## src/rtl/wb_regfile_pkg.sv

```systemverilog
// Shared register-mode encoding and helper for the Wishbone register file.
// Pure definitions; no logic, no latency.
package wb_regfile_pkg;

  localparam logic [1:0] MODE_CTL   = 2'd0;
  localparam logic [1:0] MODE_STAT  = 2'd1;
  localparam logic [1:0] MODE_PULSE = 2'd2;

  // Upper bound on NREG; masks are widened to this before lookup.
  localparam int MAX_REGS = 256;

  // Status wins over pulse when both mask bits are set.
  function automatic logic [1:0] reg_mode(input int k,
                                          input logic [MAX_REGS-1:0] ro_mask,
                                          input logic [MAX_REGS-1:0] pulse_mask);
    if (ro_mask[k])    return MODE_STAT;
    if (pulse_mask[k]) return MODE_PULSE;
    return MODE_CTL;
  endfunction

endpackage

```

## src/rtl/wb_reg_cell.sv

```systemverilog
// One DW-bit register of the file: control, status or pulse behaviour by MODE.
// Write commits on the request edge; strobe and pulse data last exactly one cycle.
module wb_reg_cell
  import wb_regfile_pkg::*;
#(
  parameter int          DW      = 16,
  parameter logic [1:0]  MODE    = MODE_CTL,
  parameter logic [DW-1:0] RST_VAL = '0
) (
  input  logic          wb_clk,
  input  logic          wb_rst_n,
  input  logic          wr_vld,
  input  logic [DW-1:0] wr_dat,
  input  logic [DW-1:0] stat_dat,
  output logic [DW-1:0] reg_dat,
  output logic [DW-1:0] rd_dat,
  output logic          wr_strobe
);

  always_ff @(posedge wb_clk) begin
    if (!wb_rst_n) begin
      reg_dat   <= (MODE == MODE_CTL) ? RST_VAL : '0;
      wr_strobe <= 1'b0;
    end else begin
      wr_strobe <= wr_vld;
      case (MODE)
        MODE_CTL:   if (wr_vld) reg_dat <= wr_dat;
        MODE_PULSE: reg_dat <= wr_vld ? wr_dat : '0;
        default:    reg_dat <= '0;
      endcase
    end
  end

  // Read value seen by the bus: pulse registers always read back zero.
  assign rd_dat = (MODE == MODE_CTL)  ? reg_dat :
                  (MODE == MODE_STAT) ? stat_dat : '0;

endmodule

```

## src/rtl/wb_regfile_ctl.sv

```systemverilog
// Parametrised Wishbone slave register file with control, status and pulse registers.
// Ack one cycle after request, never on consecutive cycles; stb held through ack is re-serviced after ack drops.
module wb_regfile_ctl
  import wb_regfile_pkg::*;
#(
  parameter int               DW         = 16,
  parameter int               ADRBITS    = 3,
  parameter int               NREG       = 8,
  parameter logic [NREG-1:0]    RO_MASK    = '0,
  parameter logic [NREG-1:0]    PULSE_MASK = '0,
  parameter logic [DW*NREG-1:0] RST_VAL    = '0
) (
  input  logic                 wb_clk,
  input  logic                 wb_rst_n,
  input  logic                 wb_cyc,
  input  logic                 wb_stb,
  input  logic                 wb_we,
  input  logic [ADRBITS-1:0]   wb_adr,
  input  logic [DW-1:0]        wb_dat_i,
  output logic [DW-1:0]        wb_dat_o,
  output logic                 wb_ack,
  output logic [DW*NREG-1:0]   reg_o,
  input  logic [DW*NREG-1:0]   stat_i,
  output logic [NREG-1:0]      wr_strobe_o
);

  localparam logic [MAX_REGS-1:0] RO_EXT    = MAX_REGS'(RO_MASK);
  localparam logic [MAX_REGS-1:0] PULSE_EXT = MAX_REGS'(PULSE_MASK);

  logic            req_vld;
  logic [NREG-1:0] wr_hit;
  logic [DW-1:0]   rd_arr [NREG];
  logic [DW-1:0]   rd_sel;

  // Masking with wb_ack turns a held strobe into one request per ack.
  assign req_vld = wb_cyc & wb_stb & ~wb_ack;

  for (genvar k = 0; k < NREG; k++) begin : g_reg
    assign wr_hit[k] = req_vld & wb_we & (wb_adr == ADRBITS'(k));

    wb_reg_cell #(
      .DW      (DW),
      .MODE    (reg_mode(k, RO_EXT, PULSE_EXT)),
      .RST_VAL (RST_VAL[k*DW +: DW])
    ) u_cell (
      .wb_clk    (wb_clk),
      .wb_rst_n  (wb_rst_n),
      .wr_vld    (wr_hit[k]),
      .wr_dat    (wb_dat_i),
      .stat_dat  (stat_i[k*DW +: DW]),
      .reg_dat   (reg_o[k*DW +: DW]),
      .rd_dat    (rd_arr[k]),
      .wr_strobe (wr_strobe_o[k])
    );
  end

  // Addresses at or beyond NREG match nothing and read as zero.
  always_comb begin
    rd_sel = '0;
    for (int k = 0; k < NREG; k++) begin
      if (wb_adr == ADRBITS'(k)) rd_sel = rd_arr[k];
    end
  end

  always_ff @(posedge wb_clk) begin
    if (!wb_rst_n) begin
      wb_ack   <= 1'b0;
      wb_dat_o <= '0;
    end else begin
      wb_ack <= req_vld;
      if (req_vld && !wb_we) wb_dat_o <= rd_sel;
    end
  end

endmodule
```

## config.mk

```make
export PLATFORM = sky130hd
export DESIGN_NAME = wb_regfile_ctl
export DESIGN_NICKNAME = d
export VERILOG_FILES = /design/src/rtl/wb_regfile_pkg.sv /design/src/rtl/wb_reg_cell.sv /design/src/rtl/wb_regfile_ctl.sv
export SDC_FILE = /design/constraint.sdc
export NUM_CORES = 1
export LEC_CHECK = 0
export ABC_AREA = 1
export BUFFER_PORTS_ARGS = -buffer_cell sky130_fd_sc_hd__buf_2
export CORE_MARGIN = 10
export CORE_UTILIZATION = 42
export CTS_CLUSTER_DIAMETER = 100
export CTS_CLUSTER_SIZE = 12
export DETAILED_ROUTE_END_ITERATION = 7
export GPL_TIMING_DRIVEN = 0
export PLACE_DENSITY = 0.77
export SLEW_MARGIN = 40
export SYNTH_ARGS = -nofsm -noshare
export SYNTH_HDL_FRONTEND = slang
export SYNTH_SLANG_ARGS = --single-unit
```

## constraint.sdc

```tcl
create_clock -name wb_clk -period 1.6 [get_ports wb_clk]
set_clock_uncertainty 0.15 [all_clocks]
set_input_delay 0.32 -clock wb_clk [delete_from_list [all_inputs] [get_ports wb_clk]]
set_output_delay 0.32 -clock wb_clk [all_outputs]
set_load 0.05 [all_outputs]
```

# Yosys cells after proc, flatten, opt, wreduce, memory -nomap -nowiden
# Cells that the tools add are included.
[totals]
ff_bits = 153
out_inout_bits = 153
elab_cells = 48
[classes]
n_eq_ne = 7
n_mux = 8
bitwise_logic = 12
reduce_logical = 3
[ops]
columns = ["operator", "n"]
rows = [
  ["16-bit 2-to-1 mux", 8],
  ["3-bit == test, second input constant", 4],
  ["1-bit bitwise AND", 11],
  ["3-bit by 2-bit == test with 1-bit output, second input constant", 2],
  ["3-bit by 1-bit == test with 1-bit output, second input constant", 1],
  ["3-bit zero test", 1],
  ["1-bit logical AND", 1],
  ["1-bit zero test", 1],
  ["1-bit inverter", 1],
]

# Logic depth before layout (Yosys ltp)
# Gate-level depths: netlist of the first run.
[depth]
depth_word = 9
depth_mapped = 9
depth_no_buf = 9

# Modules after synthesis
# Synthesis of the first run repeated with hierarchy kept, for this count alone.
[unflattened]
cells_unflattened = 1292
area_unflattened_um2 = 8554.5
[by_module_without_submodules]
columns = ["mod", "instances", "cells_each", "area_each_um2"]
rows = [
  ["wb_reg_cell", 8, 121, 842.1],
  ["wb_regfile_ctl", 1, 324, 1818.0],
]

# Worst setup path before layout of the first run
# No wires, ideal clock.
[synth_timing]
path_type = "reg2reg"
from = "register wb_ack"
to = "register g_reg[0].u_cell.reg_dat[10]"
setup_time_ns = 0.065
t_arrival_ns = 1.531
path_slack_ns = -0.145
path_stages_with_launch = 9
synth_period_minus_slack_ns = 1.745
path_cell_list = "dfxtp_1 > nor2_1 > inv_1 > nor2_2 > nand2_1 > inv_2 > buf_2 > nor2_1 > nor2_1"
[synth_via]
elab_chain_len = 4
[synth_rtl]
columns = ["item", "line_no", "text"]
rows = [
  ["start, declared", "wb_regfile_ctl.sv:21", "output logic wb_ack,"],
  ["start signal, assigned", "wb_regfile_ctl.sv:70", "wb_ack <= req_vld;"],
  ["1-bit inverter", "wb_regfile_ctl.sv:36", "assign req_vld = wb_cyc & wb_stb & ~wb_ack;"],
  ["1-bit bitwise AND", "wb_regfile_ctl.sv:36", ""],
  ["1-bit bitwise AND (2 in a row)", "wb_regfile_ctl.sv:39", "assign wr_hit[k] = req_vld & wb_we & (wb_adr == ADRBITS'(k));"],
  ["end signal, assigned", "wb_reg_cell.sv:22", "reg_dat <= (MODE == MODE_CTL) ? RST_VAL : '0;"],
  ["end signal, assigned", "wb_reg_cell.sv:27", "MODE_CTL: if (wr_vld) reg_dat <= wr_dat;"],
  ["end signal, assigned", "wb_reg_cell.sv:28", "MODE_PULSE: reg_dat <= wr_vld ? wr_dat : '0;"],
  ["end, declared", "wb_reg_cell.sv:15", "output logic [DW-1:0] reg_dat,"],
]
# No other way between the ends.
# A chain may end at the register's enable or synchronous reset.

# Worst setup path in the final report of the first run
[layout_timing]
from = "register g_reg[5].u_cell.reg_dat[9]"
to = "output port reg_o[89]"
[layout_lines]
columns = ["item", "line_no", "text"]
rows = [
  ["start, declared", "wb_reg_cell.sv:15", ""],
  ["start signal, assigned", "wb_reg_cell.sv:22", ""],
  ["start signal, assigned", "wb_reg_cell.sv:27", ""],
  ["start signal, assigned", "wb_reg_cell.sv:28", ""],
  ["end, declared", "wb_regfile_ctl.sv:22", "output logic [DW*NREG-1:0] reg_o,"],
]
# No word-level cell between the ends.

==> results of run 1 <==
## synthesized netlist by cell type
cell type,count
inv_2,10
inv_4,1
nand2_2,1
nand3_1,31
o21ai_0,106
o21ai_1,24
nor3_1,1
nand4_1,44
clkinv_1,1
nor2_1,243
buf_1,1
buf_2,14
nor3_2,2
nand2_1,80
inv_1,39
a21oi_1,76
clkbuf_1,40
dfxtp_1,153
nor3_4,2
nor2_2,2
buf_4,8
## per-layer routing
layer | vias up | wire length (um) | GRT usage (%)
met3 | 45 | 2640 | 7.24
met5 | - | 0 | 0
met4 | 0 | 619 | 8.41
met2 | 348 | 11100 | 36.2
li1 | 3309 | - | -
met1 | 3227 | 9580 | 28.4
## flip-flops by register name, summed over array words and instances, names as in the netlist
register	cells
g.u_cell.rd_dat	128
g.u_cell.wr_strobe	8
wb_dat_o	16
wb_ack	1
## cell type report
class / count / area share [%]
timing repair buffer: 188 / 12.1
inverter: 51 / 2.62
buffer: 59 / 4.76
clock inverter: 9 / 1.16
multi-input combinational: 612 / 34.5
tap: 184 / 2.74
clock buffer: 22 / 5.64
antenna: 1 / 0.0298
sequential: 153 / 36.4
## cell families (layout without fill, tap and decap cells)
kind of cell           count (synthesis)  count (layout)  synth area share, %
flip-flops                           153             153                 48.7
buffers and inverters                114             329                 7.60
AO/OA/AOI/OAI                        206             206                 16.4
AND/OR/NAND/NOR                      406             406                 27.3
other                                  0               1                    0
## path summary, 6_finish.rpt
kind                                               start                                       to  depth (start not counted)
setup / recovery  g_reg[5].u_cell.rd_dat[9]$_SDFFE_PN0P_                                reg_o[89]                          1
hold / removal                              wb_dat_i[13]  g_reg[6].u_cell.rd_dat[13]$_SDFFE_PN0P_                          3
setup reg to reg                       wb_ack$_SDFF_PN0_   g_reg[3].u_cell.rd_dat[8]$_SDFFE_PN0P_                          8
hold reg to reg                 wb_dat_o[7]$_SDFFE_PN0P_                 wb_dat_o[7]$_SDFFE_PN0P_                          2
## through the flow
step           hold WS, ps  TNS, ps  instances  power (mW)
4_1_cts               73.1    -41.8       1270        8.59
3_3_place_gp           302   -47710       1239        4.69
2_1_floorplan          305        0        879        4.44
6_report              87.0        0       1279        8.64
5_1_grt                100     -244       1278        8.87
3_5_place_dp           304   -50780       1239        4.70
## power breakdown
group	leakage, nW	total (mW)	internal [mW]	switching [mW]
Sequential	1.24	3.89	3.86	0.0334
Clock	0.285	3.94	2.39	1.55
Combinational	2.28	0.799	0.199	0.600
Total	3.80	8.64	6.45	2.19
## repair_timing
action	in CTS	in global routing
pin swaps	1	4
resized for setup	50	112
buffers inserted	2	9
setup endpoints to repair	98	123
gates cloned	0	1
==> qor.txt, run 1 <==
Worst-skew pair later-pin latency: 430 ps
Util after Layout: 57.6%
Tot GR Track Use: 22.8%
RSZ-0062 raised after global routing: true
Nets: 1,234
Status: finished clean
Area Overhead vs Synth: 33.7%
TritonRoute pass-1 iters: 5
Largest stage delay, worst path: 390 ps
Final worst path period share: 98.6%
First-pass GRT wire length: 36.0 mm
Die ar.: 0.0203 mm2
Max VDD drop: 0.770 mV
Reg2Reg Setup Slack: 40 ps
Initial core utilization: 43.1%
CTS root buffer: clkbuf_16
Final hold vios: 0
Critical path's slowest cell: dfxtp_1
Synth warn: 0
DR WL/cell: 18.7 um
Post-synthesis cell type count: 21
Core ar.: 0.0146 mm2
Sequential share of the synthesized area: 48.7%
Largest net degree at the start of global routing: 17
Cell Chain, Critical Path: buf_2
CP top delay family: flip-flops
Startpoint types: flip-flop
Synth area leader: dfxtp_1
Via density: 5.42
Commonest non-fill, non-tap cell in the layout: nor2_1
Post-Syn Nets: 1,031
Final non-filler cell area: 0.00841 mm2
Top-area cell type share of the netlist area: 48.7%
Leading cell types in the layout, fill and taps excluded: nor2_1, buf_2, dfxtp_1, a21oi_1, nand2_1
Mapped Cells: 879
Multi-input logic area: 0.00290 mm2
I/O pins: 305
CTS hold repair buffers: 0
Die Height: 142 um
Detail Route Antenna Nets: 0
DPL Wire Length: 18.1 mm
Post-DP Area: 0.00744 mm2
Drt drc: 0
CTS tree: yes
Average size of a mapped cell: 7.16 um2
Clock tree sinks: 153
Least-Margin Pin Slew: 819 ps
Final setup viols: 0
Flops & latches, synth: 153
Final WS setup: 23.1 ps
Max Freq: 0.634 GHz
Largest cells by area after synthesis: dfxtp_1, nor2_1, o21ai_0
Max H-tree Level: 4
Mapped cell area: 0.00629 mm2
CP arrival: 1110 ps
Buffers & Inverters on Critical Path: 1
Headroom to the max-slew limit: 45.4%
Ratio of cells with drive above 1 in the final layout: 27.4%
Iter 0 DRT Violations: 668
GPL Wtd Cong: 0.976
Place WS: -510 ps
WP data required: 1130 ps
Total grt overflow: 0
Sequential standard cell area: 0.00306 mm2
Worst Path Max Fanout: 3
Tmin final: 1580 ps
CTS max path bufs: 2
TritonCTS Buffers: 17
Clock-pin slew on the worst setup and hold paths: 60 ps
Die W: 142 um
Final slew viol count: 0
CP endpoint kind: output port
Final wirelength: 24.0 mm
Max cap viols: 0
Leakage: 3.80 nW
Vias in the first global route: 6,400
Crit path kind: reg2out
Fillers: 1,329
Row count: 44
Initial antenna violation count: 1
Vias: 6,929
PD cells: 1030 mW/mm2
IO Port Bufs: 176
Worst min path class: in2reg
No activity file was read; power rests on OpenSTA's default activity.
==> run 2, diff against run 1 <==
--- a/config.mk
+++ b/config.mk
@@ -5,10 +5,9 @@
 export SDC_FILE = /design/constraint.sdc
 export NUM_CORES = 1
 export LEC_CHECK = 0
-export ABC_AREA = 1
 export BUFFER_PORTS_ARGS = -buffer_cell sky130_fd_sc_hd__buf_2
 export CORE_MARGIN = 10
-export CORE_UTILIZATION = 42
+export CORE_UTILIZATION = 43
 export CTS_CLUSTER_DIAMETER = 100
 export CTS_CLUSTER_SIZE = 12
 export DETAILED_ROUTE_END_ITERATION = 7
==> run 2 against run 1 <==
Net effect:
- the flow now finishes with violations (setup timing)
- global-route usage grew 1.4 points
- design area increased by 8.6%
- synthesized cell count is 18% lower
- core utilization grew 2.2 points
- combinational power increased by 1%
- non-clock buffer count rose by 18
- die area up 3.9%
- critical path type is now reg2reg
- largest cell class is now multi-input gates
- highest routed layer is now met5
==> qor.txt, run 2 <==
CTS tree: yes (unchanged)
Hold_ws: 29.4 ps (was 87.0 ps)
Via density: 5.73 (was 5.42)
Final hold vios: 0 (unchanged)
GPL Wtd Cong: 0.948 (was 0.976)
CTS hold repair buffers: 0 (unchanged)
RSZ-0062 raised after global routing: true (unchanged)
IO Port Bufs: 159 (was 176)
Leakage: 4.25 nW (was 3.80 nW)
Post-synthesis cell type count: 34 (was 21)
Iter 0 DRT Violations: 939 (was 668)
Nets: 1,080 (was 1,234)
Max reg flops: 128 (unchanged)
Fillers: 1,312 (was 1,329)
PD cells: 951 mW/mm2 (was 1030 mW/mm2)
Max Freq: 0.569 GHz (was 0.634 GHz)
Least-Margin Pin Slew: 807 ps (was 819 ps)
Asr flop ratio synth: 0% (unchanged)
Area Overhead vs Synth: 35.6% (was 33.7%)
Buffers & Inverters on Critical Path: 3 (was 1)
Tot GR Track Use: 24.2% (was 22.8%)
Commonest non-fill, non-tap cell in the layout: dfxtp_1 (was nor2_1)
Final wirelength: 28.3 mm (was 24.0 mm)
Max VDD drop: 0.819 mV (was 0.770 mV)
Crit path kind: reg2reg (was reg2out)
Core ar.: 0.0153 mm2 (was 0.0146 mm2)
Total grt overflow: 0 (unchanged)
Vias: 6,611 (was 6,929)
CP endpoint kind: flip-flop (was output port)
Leading cell types in the layout, fill and taps excluded: dfxtp_1, mux2i_1, buf_2, nor2_1, nand2_1 (was nor2_1, buf_2, dfxtp_1, a21oi_1, nand2_1)
Initial antenna violation count: 4 (was 1)
Headroom to the max-slew limit: 46.2% (was 45.4%)
Post-DP Area: 0.00783 mm2 (was 0.00744 mm2)
Max cap viols: 0 (unchanged)
I/O pins: 305 (unchanged)
Row count: 45 (was 44)
CTS max path bufs: 2 (unchanged)
Mapped Cells: 720 (was 879)
CP top delay family: buffers and inverters (was flip-flops)
Drt drc: 0 (unchanged)
Initial core utilization: 44.1% (was 43.1%)
Clock tree sinks: 153 (unchanged)
Average size of a mapped cell: 9.35 um2 (was 7.16 um2)
EDFF count, synth: 0 (unchanged)
CTS root buffer: clkbuf_16 (unchanged)
Final setup viols: 122 (was 0)
Flops & latches, synth: 153 (unchanged)
Setup_tns: -7730 ps (was 0 ps)
Cell with the most instances after synthesis: dfxtp_1 (was nor2_1)
Startpoint types: flip-flop (unchanged)
Psw: 2.25 mW (was 2.19 mW)
Synth warn: 0 (unchanged)
Worst Path Max Fanout: 10 (was 3)
Failing checks: setup timing
Clock-pin slew on the worst setup and hold paths: 60 ps (about the same)
Sequential share of the synthesized area: 45.5% (was 48.7%)
Worst-skew pair later-pin latency: 430 ps (about the same)
Internal: 6.43 mW (was 6.45 mW)
Util after Layout: 59.8% (was 57.6%)
First-pass GRT wire length: 39.3 mm (was 36.0 mm)
Ratio of cells with drive above 1 in the final layout: 32.2% (was 27.4%)
Final WS setup: -158 ps (was 23.1 ps)
DR WL/cell: 24.5 um (was 18.7 um)
Largest cells by area after synthesis: dfxtp_1, mux2i_1, nor2_1 (was dfxtp_1, nor2_1, o21ai_0)
Die Height: 145 um (was 142 um)
Top-area cell type share of the netlist area: 45.5% (was 48.7%)
Most used flip-flop cell after synthesis: dfxtp_1 (unchanged)
Max H-tree Level: 4 (unchanged)
Final worst path period share: 110% (was 98.6%)
Crit path top cell by count: buf_4
Largest net degree at the start of global routing: 17 (unchanged)
Vias in the first global route: 6,260 (was 6,400)
Final slew viol count: 0 (unchanged)
Die ar.: 0.0211 mm2 (was 0.0203 mm2)
Combinational power share: 9.3% (was 9.2%)
Status: complete, but fails checks (was finished clean)
Most frequent cells after synthesis: dfxtp_1, mux2i_1, nor2_1 (was nor2_1, dfxtp_1, o21ai_0)
Cell Chain, Critical Path: nand4b_4 -> buf_4 -> buf_4 -> nor2_4 -> buf_6 -> nand2_1 -> a21oi_1 (was buf_2)
Net Sw Frac: 25.9% (was 25.3%)
Sequential share of power: 44.5% (was 45.1%)
Clk pwr share: 46.2% (was 45.7%)
Worst min path class: in2reg (unchanged)
DPL Wire Length: 18.3 mm (was 18.1 mm)
Detail Route Antenna Nets: 0 (unchanged)
Post-Syn Nets: 872 (was 1,031)
Largest stage delay, worst path: 350 ps (was 390 ps)
TritonRoute pass-1 iters: 6 (was 5)
CP arrival: 1960 ps (was 1110 ps)
Die W: 145 um (was 142 um)
Tmin final: 1760 ps (was 1580 ps)
Total Power: 8.68 mW (was 8.64 mW)
Final non-filler cell area: 0.00913 mm2 (was 0.00841 mm2)
Synth area leader: dfxtp_1 (unchanged)
Mapped cell area: 0.00673 mm2 (was 0.00629 mm2)
TritonCTS Buffers: 17 (unchanged)
WP data required: 1800 ps (was 1130 ps)
Critical path's slowest cell: dfxtp_4 (was dfxtp_1)
run 2: cells by family after synthesis:
kind of cell | synth area share (%)
mux | 21.8
simple gates | 15.8
buf+inv | 6.86
flops | 45.5
compound gates | 10.1
run 2: final cells by class:
class                           count  area [um2]  share of cell area, %
Sequential cell                   153        3070                   33.6
Clock buffer                       20         457                   5.00
Multi-Input combinational cell    484        3320                   36.4
Inverter                            7        26.3                  0.288
Timing Repair Buffer              190        1300                   14.3
Tap cell                          211         264                   2.89
Antenna cell                        2        5.00                 0.0548
Clock inverter                     12         124                   1.36
Buffer                             75         559                   6.13
run 2: final timing paths:
kind,startpoint,endpoint,slack (ps),depth (start not counted)
worst max register to register,wb_ack$_SDFF_PN0_,g_reg[7].u_cell.rd_dat[14]$_SDFFE_PN0P_,-160,7
worst max-delay path,wb_ack$_SDFF_PN0_,g_reg[7].u_cell.rd_dat[14]$_SDFFE_PN0P_,-160,7
worst min-delay path,wb_dat_i[13],g_reg[7].u_cell.rd_dat[13]$_SDFFE_PN0P_,30,3
worst min register to register,wb_dat_o[15]$_SDFFE_PN0P_,wb_dat_o[15]$_SDFFE_PN0P_,300,2
run 2: layer usage:
layer	routed length, um	track usage, %
met5	14	0
met2	12400	36.9
met4	1220	10.1
met3	3940	9.47
met1	10800	29.9
run 2: stage by stage:
stage | setup WS (ps) | std cells
2_1_floorplan | -138 | 720
3_3_place_gp | -587 | 1090
3_5_place_dp | -574 | 1090
4_1_cts | -74.0 | 1138
5_1_grt | -195 | 1154
6_report | -158 | 1154
run 2: worst register-to-register path, stage by stage, from the launching register on:
cell	delay [ps]
dfxtp_4	350
nand4b_4	270
buf_4	200
buf_4	140
nor2_4	90
buf_6	190
nand2_1	100
a21oi_1	180
run 2: power groups by stage:
stage	sequential (mW)	combinational (mW)	clock (mW)
floorplan	4.06	0.347	0
global placement	3.95	0.694	0
detailed placement	3.95	0.700	0
CTS	3.87	0.728	3.99
global route	3.87	0.825	4.15
finish	3.87	0.808	4.01
run 2: what timing repair did:
item,4_1_cts,5_1_grt
setup buffers,15,10
resized for setup,42,84
gates cloned,1,5
endpoints found under the setup margin,127,167
pin swaps,4,12
